**src/rtl/bsg_core_intf_trace_rom.sv**
```systemverilog
// rtl/bsg_core_intf_trace_rom.sv - built-in 8-entry core/cache trace ROM plus core 0/1/2 wrappers
// Define TRACE_ROM_ERR_EN to add the sticky out-of-range flag; otherwise err_o is tied low.
module bsg_core_intf_trace_rom #(
  parameter int width_p      = 73,
  parameter int addr_width_p = 15,
  parameter int core_id_p    = 0
) (
  input  logic                    clk_i,
  input  logic                    reset_i,
  input  logic [addr_width_p-1:0] addr_i,
  output logic [width_p-1:0]      data_o,
  output logic                    err_o
);

  localparam logic [3:0] op_wait_lp = 4'd0;
  localparam logic [3:0] op_send_lp = 4'd1;
  localparam logic [3:0] op_recv_lp = 4'd2;
  localparam logic [3:0] op_done_lp = 4'd3;

  function automatic logic [31:0] pick_a(input int id);
    case (id)
      1:       return 32'hCAFEF00D;
      2:       return 32'hA5A55A5A;
      default: return 32'hDEADBEEF;
    endcase
  endfunction

  function automatic logic [31:0] pick_v(input int id);
    case (id)
      1:       return 32'h12345678;
      2:       return 32'hFFFFFFFF;
      default: return 32'h00000001;
    endcase
  endfunction

  // Each core owns its own 256-byte window so traces never alias.
  localparam logic [31:0] base_lp = 32'(core_id_p * 256);
  localparam logic [31:0] a_lp    = pick_a(core_id_p);
  localparam logic [31:0] v_lp    = pick_v(core_id_p);

  function automatic logic [68:0] send_pkt(input logic we, input logic [31:0] addr,
                                            input logic [31:0] wdata);
    return {4'b0, we, addr, wdata};
  endfunction

  function automatic logic [68:0] recv_pkt(input logic [31:0] rdata);
    return {37'b0, rdata};
  endfunction

  logic        out_of_range;
  logic [2:0]  idx;
  logic [3:0]  op;
  logic [68:0] payload;

  assign out_of_range = (addr_i >> 3) != '0;
  assign idx          = addr_i[2:0];

  always_comb begin
    op      = op_done_lp;
    payload = '0;
    if (!out_of_range) begin
      case (idx)
        3'd0: op = op_wait_lp;
        3'd1: begin op = op_send_lp; payload = send_pkt(1'b1, base_lp, a_lp); end
        3'd2: begin op = op_send_lp; payload = send_pkt(1'b1, base_lp + 32'd4, v_lp); end
        3'd3: begin op = op_send_lp; payload = send_pkt(1'b0, base_lp, 32'd0); end
        3'd4: begin op = op_recv_lp; payload = recv_pkt(a_lp); end
        3'd5: begin op = op_send_lp; payload = send_pkt(1'b0, base_lp + 32'd4, 32'd0); end
        3'd6: begin op = op_recv_lp; payload = recv_pkt(v_lp); end
        default: begin op = op_done_lp; payload = '0; end
      endcase
    end
  end

  assign data_o = {op, payload};

`ifdef TRACE_ROM_ERR_EN
  logic err_d, err_q;

  always_comb begin
    err_d = err_q | out_of_range;
  end

  always_ff @(posedge clk_i or posedge reset_i) begin
    if (reset_i) err_q <= 1'b0;
    else         err_q <= err_d;
  end

  assign err_o = err_q;
`else
  logic unused_clk_rst;
  assign unused_clk_rst = clk_i ^ reset_i;
  assign err_o          = 1'b0;
`endif

endmodule


module bsg_core_intf_trace_rom1 #(
  parameter int width_p      = 73,
  parameter int addr_width_p = 15
) (
  input  logic                    clk_i,
  input  logic                    reset_i,
  input  logic [addr_width_p-1:0] addr_i,
  output logic [width_p-1:0]      data_o,
  output logic                    err_o
);
  bsg_core_intf_trace_rom #(.width_p(width_p), .addr_width_p(addr_width_p), .core_id_p(1)) rom (
    .clk_i(clk_i), .reset_i(reset_i), .addr_i(addr_i), .data_o(data_o), .err_o(err_o)
  );
endmodule


```
**config.mk**
```make
export PLATFORM = sky130hd
export DESIGN_NAME = bsg_core_intf_trace_rom1
export DESIGN_NICKNAME = d
export VERILOG_FILES = /design/src/rtl/bsg_core_intf_trace_rom.sv
export SDC_FILE = /design/constraint.sdc
export NUM_CORES = 1
export LEC_CHECK = 0
export ABC_AREA = 1
export CAP_MARGIN = 40
export CORE_MARGIN = 1.5
export CORE_UTILIZATION = 26
export DETAILED_ROUTE_END_ITERATION = 7
export GPL_TIMING_DRIVEN = 0
export PLACE_DENSITY = 0.95
export SYNTH_ARGS = -nofsm -noshare
export SYNTH_HDL_FRONTEND = slang
export SYNTH_HIERARCHICAL = 1
export SYNTH_SLANG_ARGS = --single-unit
export TNS_END_PERCENT = 10
```
**constraint.sdc**
```tcl
create_clock -name vclk -period 3.29
set_input_delay 0.987 -clock vclk [all_inputs]
set_output_delay 0.987 -clock vclk [all_outputs]
set_load 0.1 [all_outputs]
```
* Yosys cells after proc, flatten, opt, wreduce, memory -nomap -nowiden
Cells that the tools add are included.
Storage, ports and cells: register bits 0, input port bits 17, output and inout bits 74, logic and storage cells 14
Cells by class: equality and inequality tests 6, reductions and logical operators 4, multiplexer cells 4
Operators by type and width (number):
- $pmux W65 S6 | 1
- $mux W69 | 1
- $reduce_bool A15 Y1 | 1
- $eq A3 B3 Y1 const B | 3
- $eq A3 B2 Y1 const B | 2
- $pmux W2 S3 | 1
- $reduce_or A4 Y1 | 1
- $eq A3 B1 Y1 const B | 1
- $logic_not A3 Y1 | 1
- $mux W2 | 1
- $reduce_or A2 Y1 | 1

* Depth between registers and ports, before layout
Gate-level depths: netlist of run 1.
word-level depth 4, gate-level depth with buffers 6, mapped depth without buffers 5

* Worst setup path after synthesis of run 1
No wires, ideal clock.
path kind input -> output, start point input addr_i[12], end point output data_o[13], slack -1.164 ns, path buffers 1, arrival time 3.467 ns, required time 2.303 ns, stages on the path 6, cell sequence nor2_1 -> nand2_1 -> nor2_4 -> nand2_1 -> nor2_1 -> buf_4
On the way: longest elaborated chain between the ends 2
Ends and longest elaborated chain:
- from (decl) | line 105 | input logic [addr_width_p-1:0] addr_i,
- $reduce_bool A15 Y1 | line 55 | assign out_of_range = (addr_i >> 3) != '0;
- $mux W69 | line 61 | if (!out_of_range) begin
- to (decl) | line 106 | output logic [width_p-1:0] data_o,
Every way passes these cells.

* Worst setup path after layout of run 1
start point input addr_i[4], end point output data_o[70]
On the way: longest elaborated chain between the ends 2
Ends and longest elaborated chain (line):
- $reduce_bool A15 Y1 | 55
- $mux W2 | 61
Every way passes these cells.

==> results of run 1 <==
## through the flow
stage / setup TNS (ns) / area [µm²]
final: -0.0630 / 1830
after global routing: -0.496 / 1830
after CTS: -0.544 / 1810
after detailed placement: -19.19 / 1790
after global placement: -30.01 / 1360
after floorplan: -1.88 / 881
## timing repair
item	in CTS	in global routing
resized for setup	58	24
setup endpoints to repair	29	20
buffers inserted	12	0
pin swaps	13	6
cloned	0	0
## worst min-delay path by stage
stage            endpoint  slack (ns)  depth (start not counted)
6_report       data_o[34]        2.59                          5
3_5_place_dp   data_o[70]        3.26                          5
5_1_grt        data_o[34]        2.63                          5
4_1_cts        data_o[34]        2.67                          4
3_3_place_gp   data_o[70]        3.56                          4
2_1_floorplan   data_o[4]        2.20                          2
## layer usage
| layer | GRT usage (%) | share of wire, % | routed length [µm] |
|---|---|---|---|
| met4 | 3.42 | 1.5 | 36 |
| met1 | 14.0 | 31 | 740 |
| met5 | 0 | 0 | 0 |
| met3 | 4.17 | 13 | 314 |
| met2 | 32.1 | 54 | 1260 |
## cells in the final DEF (no fill, tap or decap)
cell and count:
nand2_2 1, o21ai_1 1, clkbuf_2 4, nor2_1 7
buf_8 3, nand2_1 6, inv_2 2, nor2_2 2
clkdlybuf4s15_1 8, nand3_1 1, nor2_4 5, buf_4 66
o211ai_1 1, dlygate4sd2_1 6, and2_1 1, buf_12 29
nand2_4 2, inv_1 3, buf_6 10, nand3_2 3
clkdlybuf4s50_1 1, o21ai_0 1, conb_1 45
## cell type report
class / count / area, µm² / area share, %
Buffer: 67 / 538 / 29.5
Tap cell: 30 / 37.5 / 2.05
Multi-Input combinational cell: 76 / 374 / 20.5
Inverter: 5 / 18.8 / 1.03
Timing Repair Buffer: 60 / 858 / 47.0
## cells in the mapped netlist
library cell	number
inv_2	2
buf_4	66
nand3_2	1
and2_0	1
nor2_4	1
o21ai_0	2
nor2_2	1
nor2_1	12
o211ai_1	1
nand3_1	3
buf_2	1
inv_1	3
nand2_1	9
conb_1	1
## cells by family after synthesis
kind of cell           count (synthesis)
AO/OA/AOI/OAI                          3
buffers and inverters                 72
other                                  1
AND/OR/NAND/NOR                       28
## worst max-delay path: cells and delay by family
family,cells,cell delay [ns]
buffers and inverters,4,0.99
and+or+nand+nor,4,0.36
## where the power goes
part	leakage [nW]	internal (mW)	switching [mW]	total [mW]
Clock	0	0	0	0
Sequential	0	0	0	0
Combinational	1.02	0.0524	0.246	0.298
==> implementation parameters, run 1 <==
Parameter                              Value

Floorplanning
  Initial Util    27.2%
  Number of placement rows    18
  Area of the core    0.00245 mm²
  Number of top-level pins    91
  Y dimension of the die    53.7 µm
  Die area    0.00288 mm²
  Horizontal die dimension    53.7 µm

Final layout
  Count of fill cells added during filler insertion    168
  Layout cell share with drive strength beyond 1    61.1%
  Core occupancy in the finished layout    74.4%
  # clk buffers    0
  Sequential cell area    0 µm²
  Area delta synth->final    173%
  Number of standard cells in the layout, taps in and fillers out    238
  Ant diodes    0
  Net total in the final layout    227
  Flip-flop and latch count    0

Yosys
  Cell accounting for the most synthesized area    buf_4
  Combinational family with the most area after synthesis    buffers and inverters
  Mux contribution to synthesized area    0%
  Average cell area after synthesis    6.42 µm²
  Count of unique library cells instantiated by Yosys    14
  Area of the mapped netlist    668 µm²
  Synth Area in XOR/XNOR    0%
  Fraction of post-synthesis cell area in the top cell type by area    74.2%
  Sequential element share of the synthesized area    0%
  Number of warnings printed during yosys synthesis    6
  Synth Area in Simple Gates    19.1%
  Most area-consuming cells after synthesis    buf_4 (74%), nor2_1 (6.7%), nand2_1 (5.1%)
  Synthesized-area fraction occupied by ao, oa, aoi and oai cells    2.62%
  Share of synthesized cell area in full adder, half adder and majority cells    0%
  Instance count of the mapped netlist    104

Setup path
  Required time at the endpoint of the critical path    2.30 ns
  Startpoint-to-endpoint class of the critical path    in2out
  Slowest library cell on the worst path    clkdlybuf4s50_1
  Maximum fanout along the worst path    3
  Setup crit start kind    input pin
  Cell with the most instances on the worst path    nor2_4
  Type of destination of the critical path    primary output
  Delay of the slowest critical-path stage    0.47 ns
  Startpoint of the worst setup timing path    addr_i[4]
  Setup crit end    data_o[70]
  Crit-path cells    clkdlybuf4s15_1 -> nor2_4 -> nand2_2 -> nor2_4 -> buf_4 -> nand3_1 -> clkdlybuf4s50_1 -> buf_8
  Arrival time of data at the critical path endpoint    2.35 ns

Pwr
  Power density of the placed cells    163 mW/mm²
  Power consumption    0.298 mW
  Leakage power of the design    1.02 nW
  Peak supply drop    0.220 mV

Global route
  Total routing usage reported by global routing    15.3%
  Via count of the first global-routing pass    759
  Initial antenna violation count    0
  Largest net degree at the start of global routing    8
  Total overflow reported by the global router    0
  First-pass GRT wire length    3.34 mm

STA
  Worst slack on hold paths    2.59 ns
  Final cycle utilization of the critical path    101%
  Number of failing setup endpoints in the final timing report    3
  RSZ-0062 raised after global routing    yes
  Final Max Slew Viols    0
  Final hold violations    0
  Setup slack after layout    -0.0460 ns
  Tmin final    3.34 ns
  Peak Freq    0.300 GHz

Outcome
  Failing checks    setup timing
  Run status    complete, but fails checks

Drt
  Drt total wl    2.36 mm
  Routed vias    836
  Average wire per cell in the routed design    9.89 µm
  Detail-routed via count per cell    3.51
  DR pass1 iterations    2
  Post-detailed-route DRC marker count    0
  Number of design-rule violations left by the first detailed-router iteration    2
  Antenna viol nets, final    0

Min path
  Startpoint of the tightest hold check path    addr_i[0]
  Hold Crit Class    in2out

Placement
  Detailed Place HPWL    2.09 mm
  Post-placement setup slack    -0.825 ns
  GP Congestion    0.644
  Total placed cells including tap cells    251
  Number of buffer cells added on primary ports    44

Job
  Max-cap violation count    0

Clocking
  Count of hold buffers inserted by post-cts repair    0
Power figures use the tool's default switching activity.
==> run 2, diff against run 1 <==
--- a/config.mk
+++ b/config.mk
@@ -7,7 +7,7 @@
 export LEC_CHECK = 0
 export ABC_AREA = 1
 export CAP_MARGIN = 40
-export CORE_MARGIN = 1.5
+export CORE_MARGIN = 4
 export CORE_UTILIZATION = 26
 export DETAILED_ROUTE_END_ITERATION = 7
 export GPL_TIMING_DRIVEN = 0
==> run 2 against run 1 <==
Against the previous run: the run still ends with setup timing left; count of clock-buffer cells in the layout unchanged; non-clock buffer count increased by 3; sequential share of layout area unchanged; fmax increased by 0.56%; die area increased by 19%; utilization increased by 1.1 points; first-iteration DRC count increased to 5.0 times the previous value; final cell count increased by 1.3%; sequential cell count unchanged; power increased by 0.19%; combinational power about the same; largest power group unchanged.
==> implementation parameters, run 2 (same netlist as run 1, synthesis figures left out) <==
Parameter                              Value

Final layout
  Most frequent cells in the layout    buf_4 (65), conb_1 (45), buf_12 (29) (was buf_4 (66), conb_1 (45), buf_12 (29))
  Sequential cell area    0 µm² (unchanged)
  Layout cell share with drive strength beyond 1    66.4% (was 61.1%)
  Commonest non-fill, non-tap cell in the layout    buf_4 (unchanged)
  # clk buffers    0 (unchanged)
  Flip-flop and latch count    0 (unchanged)
  Net total in the final layout    230 (was 227)
  Ant diodes    0 (unchanged)
  Core occupancy in the finished layout    75.5% (was 74.4%)
  Area delta synth->final    178% (was 173%)
  Number of standard cells in the layout, taps in and fillers out    241 (was 238)

Floorplanning
  Die area    0.00344 mm² (was 0.00288 mm²)
  Y dimension of the die    58.7 µm (was 53.7 µm)
  Number of placement rows    18 (unchanged)
  Initial Util    27.2% (unchanged)
  Horizontal die dimension    58.7 µm (was 53.7 µm)
  Number of top-level pins    91 (unchanged)
  Area of the core    0.00245 mm² (unchanged)

Global route
  Via count of the first global-routing pass    879 (was 759)
  Largest net degree at the start of global routing    7 (was 8)
  Total overflow reported by the global router    0 (unchanged)
  First-pass GRT wire length    4.40 mm (was 3.34 mm)
  Initial antenna violation count    0 (unchanged)
  Total routing usage reported by global routing    16.1% (was 15.3%)

STA
  Final hold violations    0 (unchanged)
  Final cycle utilization of the critical path    101% (about the same)
  Number of failing setup endpoints in the final timing report    3 (unchanged)
  Setup slack after layout    -0.0275 ns (was -0.0460 ns)
  Peak Freq    0.301 GHz (was 0.300 GHz)
  Tmin final    3.32 ns (was 3.34 ns)
  Final Max Slew Viols    0 (unchanged)
  Final-layout setup total negative slack    -0.0468 ns (was -0.0630 ns)
  RSZ-0062 raised after global routing    yes (unchanged)

Setup path
  Startpoint-to-endpoint class of the critical path    in2out (unchanged)
  Setup crit start kind    input pin (unchanged)
  Arrival time of data at the critical path endpoint    2.33 ns (was 2.35 ns)
  Type of destination of the critical path    primary output (unchanged)
  Required time at the endpoint of the critical path    2.30 ns (about the same)
  Maximum fanout along the worst path    6 (was 3)

Drt
  Number of design-rule violations left by the first detailed-router iteration    10 (was 2)
  Average wire per cell in the routed design    11.8 µm (was 9.89 µm)
  Detail-routed via count per cell    3.55 (was 3.51)
  Drt total wl    2.85 mm (was 2.36 mm)
  DR pass1 iterations    4 (was 2)
  Routed vias    855 (was 836)
  Post-detailed-route DRC marker count    0 (unchanged)
  Antenna viol nets, final    0 (unchanged)

Pwr
  Leakage power of the design    1.04 nW (was 1.02 nW)
  Peak supply drop    0.227 mV (was 0.220 mV)
  Power density of the placed cells    161 mW/mm² (was 163 mW/mm²)

Outcome
  Failing checks    setup timing (unchanged)
  Run status    complete, but fails checks (unchanged)

Min path
  Hold Crit Class    in2out (unchanged)

Placement
  Detailed Place HPWL    2.38 mm (was 2.09 mm)
  GP Congestion    0.656 (was 0.644)
  Total placed cells including tap cells    251 (unchanged)
  Number of buffer cells added on primary ports    44 (unchanged)

Job
  Max-cap violation count    0 (unchanged)
==> run 2: what timing repair did <==
item | 4_1_cts | 5_1_grt
endpoints found under the hold margin | 0 | 0
hold buffers | 0 | 0
gates resized for setup | 72 | 28
pin swaps | 12 | 8
endpoints found under the setup margin | 29 | 23
setup buffers | 15 | 0
==> run 2: power breakdown <==
| part | internal (mW) | switching, mW |
|---|---|---|
| clock | 0 | 0 |
| sequential | 0 | 0 |
| combinational | 0.0513 | 0.248 |
==> run 2: area by class of cell <==
| cell class | count | area, µm² |
|---|---|---|
| Buffer | 67 | 549 |
| Timing Repair Buffer | 63 | 866 |
| Multi-Input combinational cell | 76 | 383 |
| Fill cell | 157 | 601 |
| Inverter | 5 | 18.8 |
| Tap cell | 30 | 37.5 |
==> run 2: worst paths after layout <==
check	startpoint	end	cells past startpoint
max	addr_i[14]	data_o[70]	7
min	addr_i[8]	data_o[34]	8
==> run 2: through the flow <==
step | power, mW | instance area [µm²] | worst slack, ns | hold slack [ns]
6_report | 0.299 | 1850 | -0.0275 | 2.62
5_1_grt | 0.307 | 1850 | -0.0871 | 2.66
4_1_cts | 0.295 | 1870 | -0.0936 | 2.68
3_5_place_dp | 0.297 | 1790 | -0.916 | 3.25
3_3_place_gp | 0.295 | 1360 | -1.17 | 3.56
2_1_floorplan | 0.274 | 881 | -0.249 | 2.20
==> run 2: worst max-delay path: stages <==
cell	delay, ns
clkdlybuf4s15_1	0.19
nor2_1	0.05
and2_1	0.16
buf_6	0.13
nand3_1	0.08
clkdlybuf4s50_1	0.53
buf_8	0.21
==> run 2: layer usage <==
| layer | global-route usage [%] | up-vias | wire length (µm) | part of all wire (%) |
|---|---|---|---|---|
| li1 | - | 417 | - | - |
| met3 | 3.29 | 6 | 338 | 12 |
| met4 | 2.91 | 0 | 47 | 1.6 |
| met5 | 0 | - | 0 | 0 |
| met1 | 18.3 | 367 | 1010 | 36 |
| met2 | 30.9 | 65 | 1450 | 51 |
==> RTL edit: new RTL, settings of run 2 <==
`addr_width_p` is set to 15 in 2 places; all go to 16.
--- a/src/rtl/bsg_core_intf_trace_rom.sv
+++ b/src/rtl/bsg_core_intf_trace_rom.sv
@@ -3,5 +3,5 @@
 module bsg_core_intf_trace_rom #(
   parameter int width_p      = 73,
-  parameter int addr_width_p = 15,
+  parameter int addr_width_p = 16,
   parameter int core_id_p    = 0
 ) (
@@ -99,5 +99,5 @@
 module bsg_core_intf_trace_rom1 #(
   parameter int width_p      = 73,
-  parameter int addr_width_p = 15
+  parameter int addr_width_p = 16
 ) (
   input  logic                    clk_i,
Interface: changed (resized addr_i); port bits go from 91 to 92. No check against the original RTL was run, so the function may have changed too.
==> RTL edit against run 2 <==
Via count is 2.8% lower; global-route usage is 0.50 points lower; core utilization is 0.53 points higher; the run still ends with negative setup slack left; critical path type unchanged; power is 1.1% higher; worst setup slack better by 0.022 ns; synthesized area is 0.37% higher; final area is 1.6% higher; fmax is 0.65% higher; wire length is 11% higher; non-clock buffer count is 1 lower.
==> RTL edit: results (changes against run 2) <==
INFO  metric timing.critical_path.arrival = 2.31 ns (was 2.33 ns)
INFO  metric worst_hold_path.endpoint = data_o[34] (unchanged)
INFO  metric vdd_ir_drop_max = 0.1628 mV (was 0.2273 mV)
INFO  metric critical_path.max_stage_delay = 0.17 ns (was 0.53 ns)
INFO  metric via_count_of_the_routed_design = 831 (was 855)
INFO  metric hp-start = addr_i[13] (was addr_i[8])
INFO  metric design.seq.count = 0 (unchanged)
INFO  metric grt_pass1_wl = 4271 um (was 4395 um)
INFO  metric grt_antenna_before_repair = 0 (unchanged)
INFO  metric grtUsageTotal = 0.1564 (was 0.1614)
INFO  metric violations = negative setup slack (unchanged)
INFO  metric crit_path_max_fanout = 3 (was 6)
INFO  metric port_buffers = 45 (was 44)
INFO  metric synth.lib_cells_used.distinct = 13 (was 14)
INFO  metric synth.yosys.seq_area_share = 0 (unchanged)
INFO  metric drt-pass1-iter-count = 4 (unchanged)
INFO  metric synth_adder_area_share = 0 (unchanged)
INFO  metric timing.critical_path.max_delay_family = buffers and inverters (unchanged)
INFO  metric status = finished, violations left (unchanged)
INFO  metric grt_pass1_vias = 864 (was 879)
INFO  metric antenna_cells_inserted = 0 (unchanged)
INFO  metric synth.cells.most_frequent = buf_4, nor2_1, nand2_1, inv_1, nand3_1 (unchanged)
INFO  metric finalSetupTns = -0.005935 ns (was -0.04675 ns)
INFO  metric yosysWarnings = 6 (unchanged)
INFO  metric drive_gt1_frac = 0.6364 (was 0.6635)
INFO  metric netlist_top_cells_area = buf_4, nor2_1, nand2_1 (unchanged)
INFO  metric nets = 229 (was 230)
INFO  metric xor_xnor_share_of_the_synthesized_area = 0 (unchanged)
INFO  metric grt_start_max_net_pins = 7 (unchanged)
INFO  metric min_path_cells = 7 (was 8)
INFO  metric report.final.setup_viol = 1 (was 3)
INFO  metric synth_compound_gate_area_share = 0.03731 (was 0.02622)
INFO  metric synth.area.mux_share = 0 (unchanged)
INFO  metric timing.hold.worst.class = input pin to primary output (unchanged)
INFO  metric lkg_pwr = 1.040 nW (was 1.037 nW)
INFO  metric first_iter_violations = 16 (was 10)
INFO  metric routabilityCongestion = 0.6287 (was 0.6558)
INFO  metric timing.final.ws_setup = -0.005935 ns (was -0.02749 ns)
INFO  metric dpl.hpwl = 2411 um (was 2376 um)
INFO  metric route.detailed.wl_per_inst = 13.30 um (was 11.84 um)
INFO  metric cpMaxStageDelayCell = clkdlybuf4s15_1 (was clkdlybuf4s50_1)
[RTL edit: cell types whose count changed in the layout (fill, tap and decap cells not counted), moves of 2 or more]
cell,before,now
inv_2,3,1
clkbuf_2,9,3
buf_2,0,2
clkdlybuf4s15_1,6,10
buf_6,14,10
buf_16,0,2
dlygate4sd2_1,2,4
[RTL edit: routing by layer]
metal,track usage,vias up,share of wire
li1,-,415,-
met1,0.1691,355,0.36
met2,0.3202,59,0.54
met3,0.02851,2,0.089
met4,0.009709,0,0.0066
met5,0,-,0
[RTL edit: report_power, final]
part           switching, mW  internal, mW
combinational          0.250        0.0525
sequential                 0             0
clock                      0             0
[RTL edit: stage by stage]
stage               hold WS (ns)  setup WS (ns)  cells  instance area [um2]  power [mW]
finish                     2.547      -0.005935    239                 1884      0.3023
global route               2.595       -0.05495    239                 1884      0.3098
CTS                        2.556        -0.1576    240                 1861      0.2938
detailed placement         3.275        -0.8020    250                 1832      0.2977
global placement           3.574         -1.156    221                 1371      0.2958
floorplan                  2.201        -0.2520    146                883.3      0.2736
[RTL edit: final cells by class]
type	instances	area, um2
Timing Repair Buffer	63	909.6
Fill cell	162	593.1
Buffer	66	530.5
Multi-Input combinational cell	76	391.6
Tap cell	30	37.54
Inverter	4	15.01
[RTL edit: what timing repair did]
action                                  in CTS  in global routing
pin swaps                                   12                  7
endpoints found under the setup margin      29                 26
buffers inserted                            13                  1
gates resized for setup                     68                 24
[RTL edit: logic make-up (layout without fill, tap and decap cells)]
logic type             Yosys count  after routing
and+or+nand+nor                 27             27
buffers and inverters           70            133
other                            1             45
AOI/OAI and AO/OA                4              4
[RTL edit: worst max path at each step]
stage	startpoint	endpoint
6_report	addr_i[12]	data_o[5]
5_1_grt	addr_i[12]	data_o[5]
4_1_cts	addr_i[8]	data_o[69]
3_5_place_dp	addr_i[4]	data_o[22]
3_3_place_gp	addr_i[4]	data_o[27]
2_1_floorplan	addr_i[2]	data_o[69]
[RTL edit: worst min-delay path, delay by kind of cell]
family / cells / cell delay [ns]
simple gates: 5 / 0.32
buf+inv: 2 / 0.24
